File: config.mk
export PLATFORM = sky130hd
export DESIGN_NAME = sdp_fifo_ctrl
export DESIGN_NICKNAME = d
export VERILOG_FILES = /design/src/rtl/sdp_fifo_ctrl.sv
export SDC_FILE = /design/constraint.sdc
export NUM_CORES = 1
export LEC_CHECK = 0
export CORE_UTILIZATION = 38
export CTS_CLUSTER_SIZE = 28
export DETAILED_ROUTE_END_ITERATION = 12
export GPL_ROUTABILITY_DRIVEN = 0
export GPL_TIMING_DRIVEN = 0
export PLACE_DENSITY = 0.84
export RECOVER_POWER = 25
export SYNTH_ARGS = -nofsm -noshare
export SYNTH_HDL_FRONTEND = slang
export SYNTH_SLANG_ARGS = --single-unit
File: constraint.sdc
create_clock -name clk -period 3.4 [get_ports clk]
set_input_delay 0.85 -clock clk [delete_from_list [all_inputs] [get_ports clk]]
set_output_delay 0.85 -clock clk [all_outputs]
set_load 0.05 [all_outputs]
File: src/rtl/sdp_fifo_ctrl.sv
// Synchronous FIFO controller around an external sdp_ram with a combinational read port (FWFT).
// Define FIFO_HWM_EN to enable the max_count high-water register; otherwise max_count is tied to 0.
module sdp_fifo_ctrl #(
  parameter int DATA_WIDTH = 8,
  parameter int DEPTH      = 16,
  parameter int AF_THRESH  = 14,
  parameter int AE_THRESH  = 2,
  localparam int AW        = $clog2(DEPTH)
) (
  input  logic                  clk,
  input  logic                  rst_n,
  input  logic                  flush,
  input  logic                  wr_valid,
  output logic                  wr_ready,
  input  logic [DATA_WIDTH-1:0] wr_data,
  output logic                  rd_valid,
  input  logic                  rd_ready,
  output logic [DATA_WIDTH-1:0] rd_data,
  output logic                  ram_write,
  output logic [AW-1:0]         ram_write_addr,
  output logic [DATA_WIDTH-1:0] ram_write_data,
  output logic [AW-1:0]         ram_read_addr,
  input  logic [DATA_WIDTH-1:0] ram_read_data,
  output logic [AW:0]           count,
  output logic                  full,
  output logic                  empty,
  output logic                  almost_full,
  output logic                  almost_empty,
  output logic [AW:0]           max_count
);

  function automatic bit is_pow2(int v);
    return (v >= 2) && ((v & (v - 1)) == 0);
  endfunction

  generate
    if (!is_pow2(DEPTH)) begin : g_bad_depth
      $error("sdp_fifo_ctrl: DEPTH must be a power of 2 and >= 2");
    end
  endgenerate

  localparam logic [AW:0] AF_W = AF_THRESH[AW:0];
  localparam logic [AW:0] AE_W = AE_THRESH[AW:0];

  // Pointers carry one extra wrap bit so full and empty are distinguishable.
  logic [AW:0] wr_ptr_q, wr_ptr_d, rd_ptr_q, rd_ptr_d;
  logic        push, pop;

  assign count        = wr_ptr_q - rd_ptr_q;
  assign empty        = (wr_ptr_q == rd_ptr_q);
  assign full         = (wr_ptr_q[AW] != rd_ptr_q[AW]) &&
                        (wr_ptr_q[AW-1:0] == rd_ptr_q[AW-1:0]);
  assign almost_full  = (count >= AF_W);
  assign almost_empty = (count <= AE_W);

  assign wr_ready = rst_n & ~full;
  assign rd_valid = ~empty;
  assign push     = wr_valid & wr_ready;
  assign pop      = rd_valid & rd_ready;

  assign ram_write      = push & ~flush;
  assign ram_write_addr = wr_ptr_q[AW-1:0];
  assign ram_write_data = wr_data;
  assign ram_read_addr  = rd_ptr_q[AW-1:0];
  assign rd_data        = ram_read_data;

  always_comb begin
    wr_ptr_d = wr_ptr_q;
    rd_ptr_d = rd_ptr_q;
    if (flush) begin
      wr_ptr_d = '0;
      rd_ptr_d = '0;
    end else begin
      if (push) wr_ptr_d = wr_ptr_q + 1'b1;
      if (pop)  rd_ptr_d = rd_ptr_q + 1'b1;
    end
  end

  always_ff @(posedge clk or negedge rst_n) begin
    if (!rst_n) begin
      wr_ptr_q <= '0;
      rd_ptr_q <= '0;
    end else begin
      wr_ptr_q <= wr_ptr_d;
      rd_ptr_q <= rd_ptr_d;
    end
  end

`ifdef FIFO_HWM_EN
  logic [AW:0] max_q, max_d, cnt_d;

  // Tracks the occupancy the FIFO will have after this edge.
  assign cnt_d = wr_ptr_d - rd_ptr_d;

  always_comb begin
    max_d = max_q;
    if (flush)             max_d = '0;
    else if (cnt_d > max_q) max_d = cnt_d;
  end

  always_ff @(posedge clk or negedge rst_n) begin
    if (!rst_n) max_q <= '0;
    else        max_q <= max_d;
  end

  assign max_count = max_q;
`else
  assign max_count = '0;
`endif

endmodule

==> run summary <==
=======================================================================================
Static leakage power                                                           0.706 nW
Drt via density                                                                    4.88
Effective utilization at floorplan                                                41.3%
Estimated wirelength of the detail-placed design                                1830 µm
F_max                                                                           303 MHz
WL/cell                                                                         12.1 µm
Wire length of the first global-routing pass                                    3300 µm
Number of instances in the synthesized netlist                                      105
First-pass iteration count of the detailed router                                     4
Final setup margin                                                               101 ps
Setup-violating endpoint count in the final report                                    0
Number of cell instances on the worst register-to-register path                       6
Pre-CTS WS                                                                      -345 ps
Seq cells post-synth                                                                 10
Count of boundary I/O pins                                                           62
Final routed wirelength across all metal layers                                 2170 µm
Fraction of layout instances using a drive strength above 1                       26.3%
Type of the worst setup path                                                 reg -> out
Kind of end point of the critical path                                      output port
Filler Cell Count                                                                   196
CTS H-Tree Depth                                                                      1
Via count of the first global-routing pass                                          806
Total Power                                                                    0.648 mW
Worst clock skew                                                               0.593 ps
Congestion Overflow GR                                                                0
Detailed-route via count                                                            878
Cell row count                                                                       17
Post-route setup TNS                                                               0 ps
Die Area                                                                       2680 µm²
Number of antenna violations at the first check in global routing                     0
Maximum VDD drop                                                                 300 µV
Final number of hold-violating endpoints                                              0
Arrival time at the worst endpoint                                              2450 ps
Warnings from Yosys                                                                   0
Worst Tran Pin Value                                                             510 ps
Ys flop type                                                               sky130_fd_sc_hd__dfrtp_1
Die outline height                                                              51.8 µm
Worst setup SP type                                                           flip-flop
Worst hold path type                                                        in -> async
Worst slew margin relative to its limit                                           65.9%
Clock Tree Buf Depth                                                                  2
Hold buffer count at cts                                                              0
Ratio of final minimum period to clock period                                     97.0%
TritonCTS clock tree                                                               done
Nets                                                                                182
Distinct cell type count after synthesis                                             28
Clock Pin Slew Worst Setup and Hold Paths                                         60 ps
Die X-Extent                                                                    51.8 µm
Mean Syn Cell Area                                                             8.96 µm²
Placed Area                                                                    1400 µm²
Number of violations reported at the end of detailed-routing iteration 0              8
RSZ-0062 raised after global routing                                                 no
Antenna violation net count after detailed routing                                    0
End-of-flow core utilization                                                      62.6%
Number of enable-type register cells in the synthesized netlist                       0
Post-route cell area                                                           1420 µm²
Post-CTS repair timing setup buffer count                                             0
Run status                                                                 finished, final reports clean
Root buffer cell                                                           sky130_fd_sc_hd__clkbuf_4
FF-to-FF setup slack                                                            1420 ps
Number of sinks on the clock net                                                     10
Area growth from synthesis to final layout                                        51.3%
Maximum number of pins on one net before global-route repair                         14
Max-cap viol count                                                                    0
Start of the worst register-to-register path                                rd_ptr_q[2]
Placeable Area                                                                 2280 µm²
Total power divided by cell area                                             455 nW/µm²
Combined global-route utilization of all metal layers                             17.2%
# port buffers                                                                       40
Antenna Diode Count                                                                   0
Max-slew violation count                                                              0
Post-synthesis instance area                                                    941 µm²
Total DRC errors in the routed layout                                                 0
Critical path peak fanout                                                             4
Clk Latency, worst-skew pair                                                     270 ps
Final worst path period need                                                    3300 ps
Seq/Total Area, Yosys                                                             26.6%
Critical path data required time                                                2550 ps
TritonCTS buffer count                                                                3
Reg2Reg Capture Point                                                       rd_ptr_q[1]
Post-synthesis async set-or-reset flop share                                       100%
=======================================================================================
[cell usage in the layout, fill, tap and decap left out, drive strengths merged, types with 4 or more instances in the layout]
cell type	instances
clkdlybuf4s50	31
buf	31
dfrtp	10
nor2	9
inv	7
a21oi	6
ha	6
xor2	5
conb	5
xnor2	5
clkbuf	5
o21ai	4
[cells in the mapped netlist (2+ instances only)]
cell | count | share of area, %
sky130_fd_sc_hd__buf_4 | 29 | 23
sky130_fd_sc_hd__dfrtp_1 | 10 | 27
sky130_fd_sc_hd__nor2_1 | 9 | 3.6
sky130_fd_sc_hd__inv_1 | 7 | 2.8
sky130_fd_sc_hd__a21oi_1 | 6 | 3.2
sky130_fd_sc_hd__ha_1 | 6 | 8.0
sky130_fd_sc_hd__xor2_1 | 5 | 4.7
sky130_fd_sc_hd__xnor2_1 | 4 | 3.7
sky130_fd_sc_hd__nand3_1 | 3 | 1.6
sky130_fd_sc_hd__o21ai_0 | 3 | 1.6
sky130_fd_sc_hd__or3_1 | 3 | 2.0
sky130_fd_sc_hd__mux2i_1 | 2 | 2.1
sky130_fd_sc_hd__nand2_1 | 2 | 0.80
sky130_fd_sc_hd__nand4_1 | 2 | 1.3
[state kept, by name, indices dropped and copies added (netlist names)]
| signal | count |
|---|---|
| wr_ptr_q | 5 |
| rd_ptr_q | 5 |
[layer usage]
layer	vias to the layer above	wire length, µm	track usage (%)
met5	-	0	0
met4	0	66	13.1
met3	9	189	3.22
met2	69	1140	30.5
met1	387	781	17.7
li1	413	-	-
[critical path: stages, from the launching register on]
cell and delay, ps:
sky130_fd_sc_hd__dfrtp_1 420, sky130_fd_sc_hd__inv_1 120, sky130_fd_sc_hd__ha_1 170, sky130_fd_sc_hd__inv_1 60, sky130_fd_sc_hd__fa_1 580, sky130_fd_sc_hd__clkdlybuf4s50_1 840
[logic make-up (layout without fill, tap and decap cells)]
| group | after synthesis | in the layout | share of synthesized area [%] |
|---|---|---|---|
| AOI/OAI and AO/OA | 16 | 16 | 12.6 |
| xor gates and xnor gates | 10 | 10 | 10.1 |
| adders and majority gates | 7 | 7 | 10.1 |
| buffers and inverters | 37 | 80 | 26.3 |
| DFF | 10 | 10 | 26.6 |
| muxes | 2 | 2 | 2.13 |
| other | 1 | 5 | 0.399 |
| and+or+nand+nor | 22 | 22 | 11.7 |
[area by class of cell]
type,count,area (µm²),share of cell area [%]
inverters,7,26.3,1.85
well taps,28,35.0,2.46
flip-flops and latches,10,250,17.6
plain buffers,30,221,15.6
clock buffers,3,22.5,1.58
repair buffers,40,398,27.9
multi-input cells,62,470,33.0
[stage by stage]
stage	cells	hold slack, ps
floorplan	109	554
global placement	177	585
detailed placement	177	621
CTS	180	567
global route	180	595
finish	180	571
[repair_timing]
action	CTS	global route
resized for setup	18	8
endpoints found under the setup margin	6	5
pin swaps	0	0
cloned	0	0
[worst max path at each step]
stage                      startpoint      endpoint  slack (ps)  cells past startpoint
after CTS                 rd_ptr_q[2]      count[3]           6                      6
final                     wr_ptr_q[0]      count[1]         100                      5
after global placement          rst_n     ram_write        -310                      4
after floorplan           wr_ptr_q[0]  almost_empty          30                      8
after detailed placement        rst_n     ram_write        -340                      4
after global routing      wr_ptr_q[0]  almost_empty           2                      9
[report_power, final]
group	switching (mW)	internal [mW]	total (mW)
Sequential	0.00722	0.124	0.131
Combinational	0.287	0.149	0.435
Clock	0.0406	0.0410	0.0815
(Power assumes the default switching activity.)
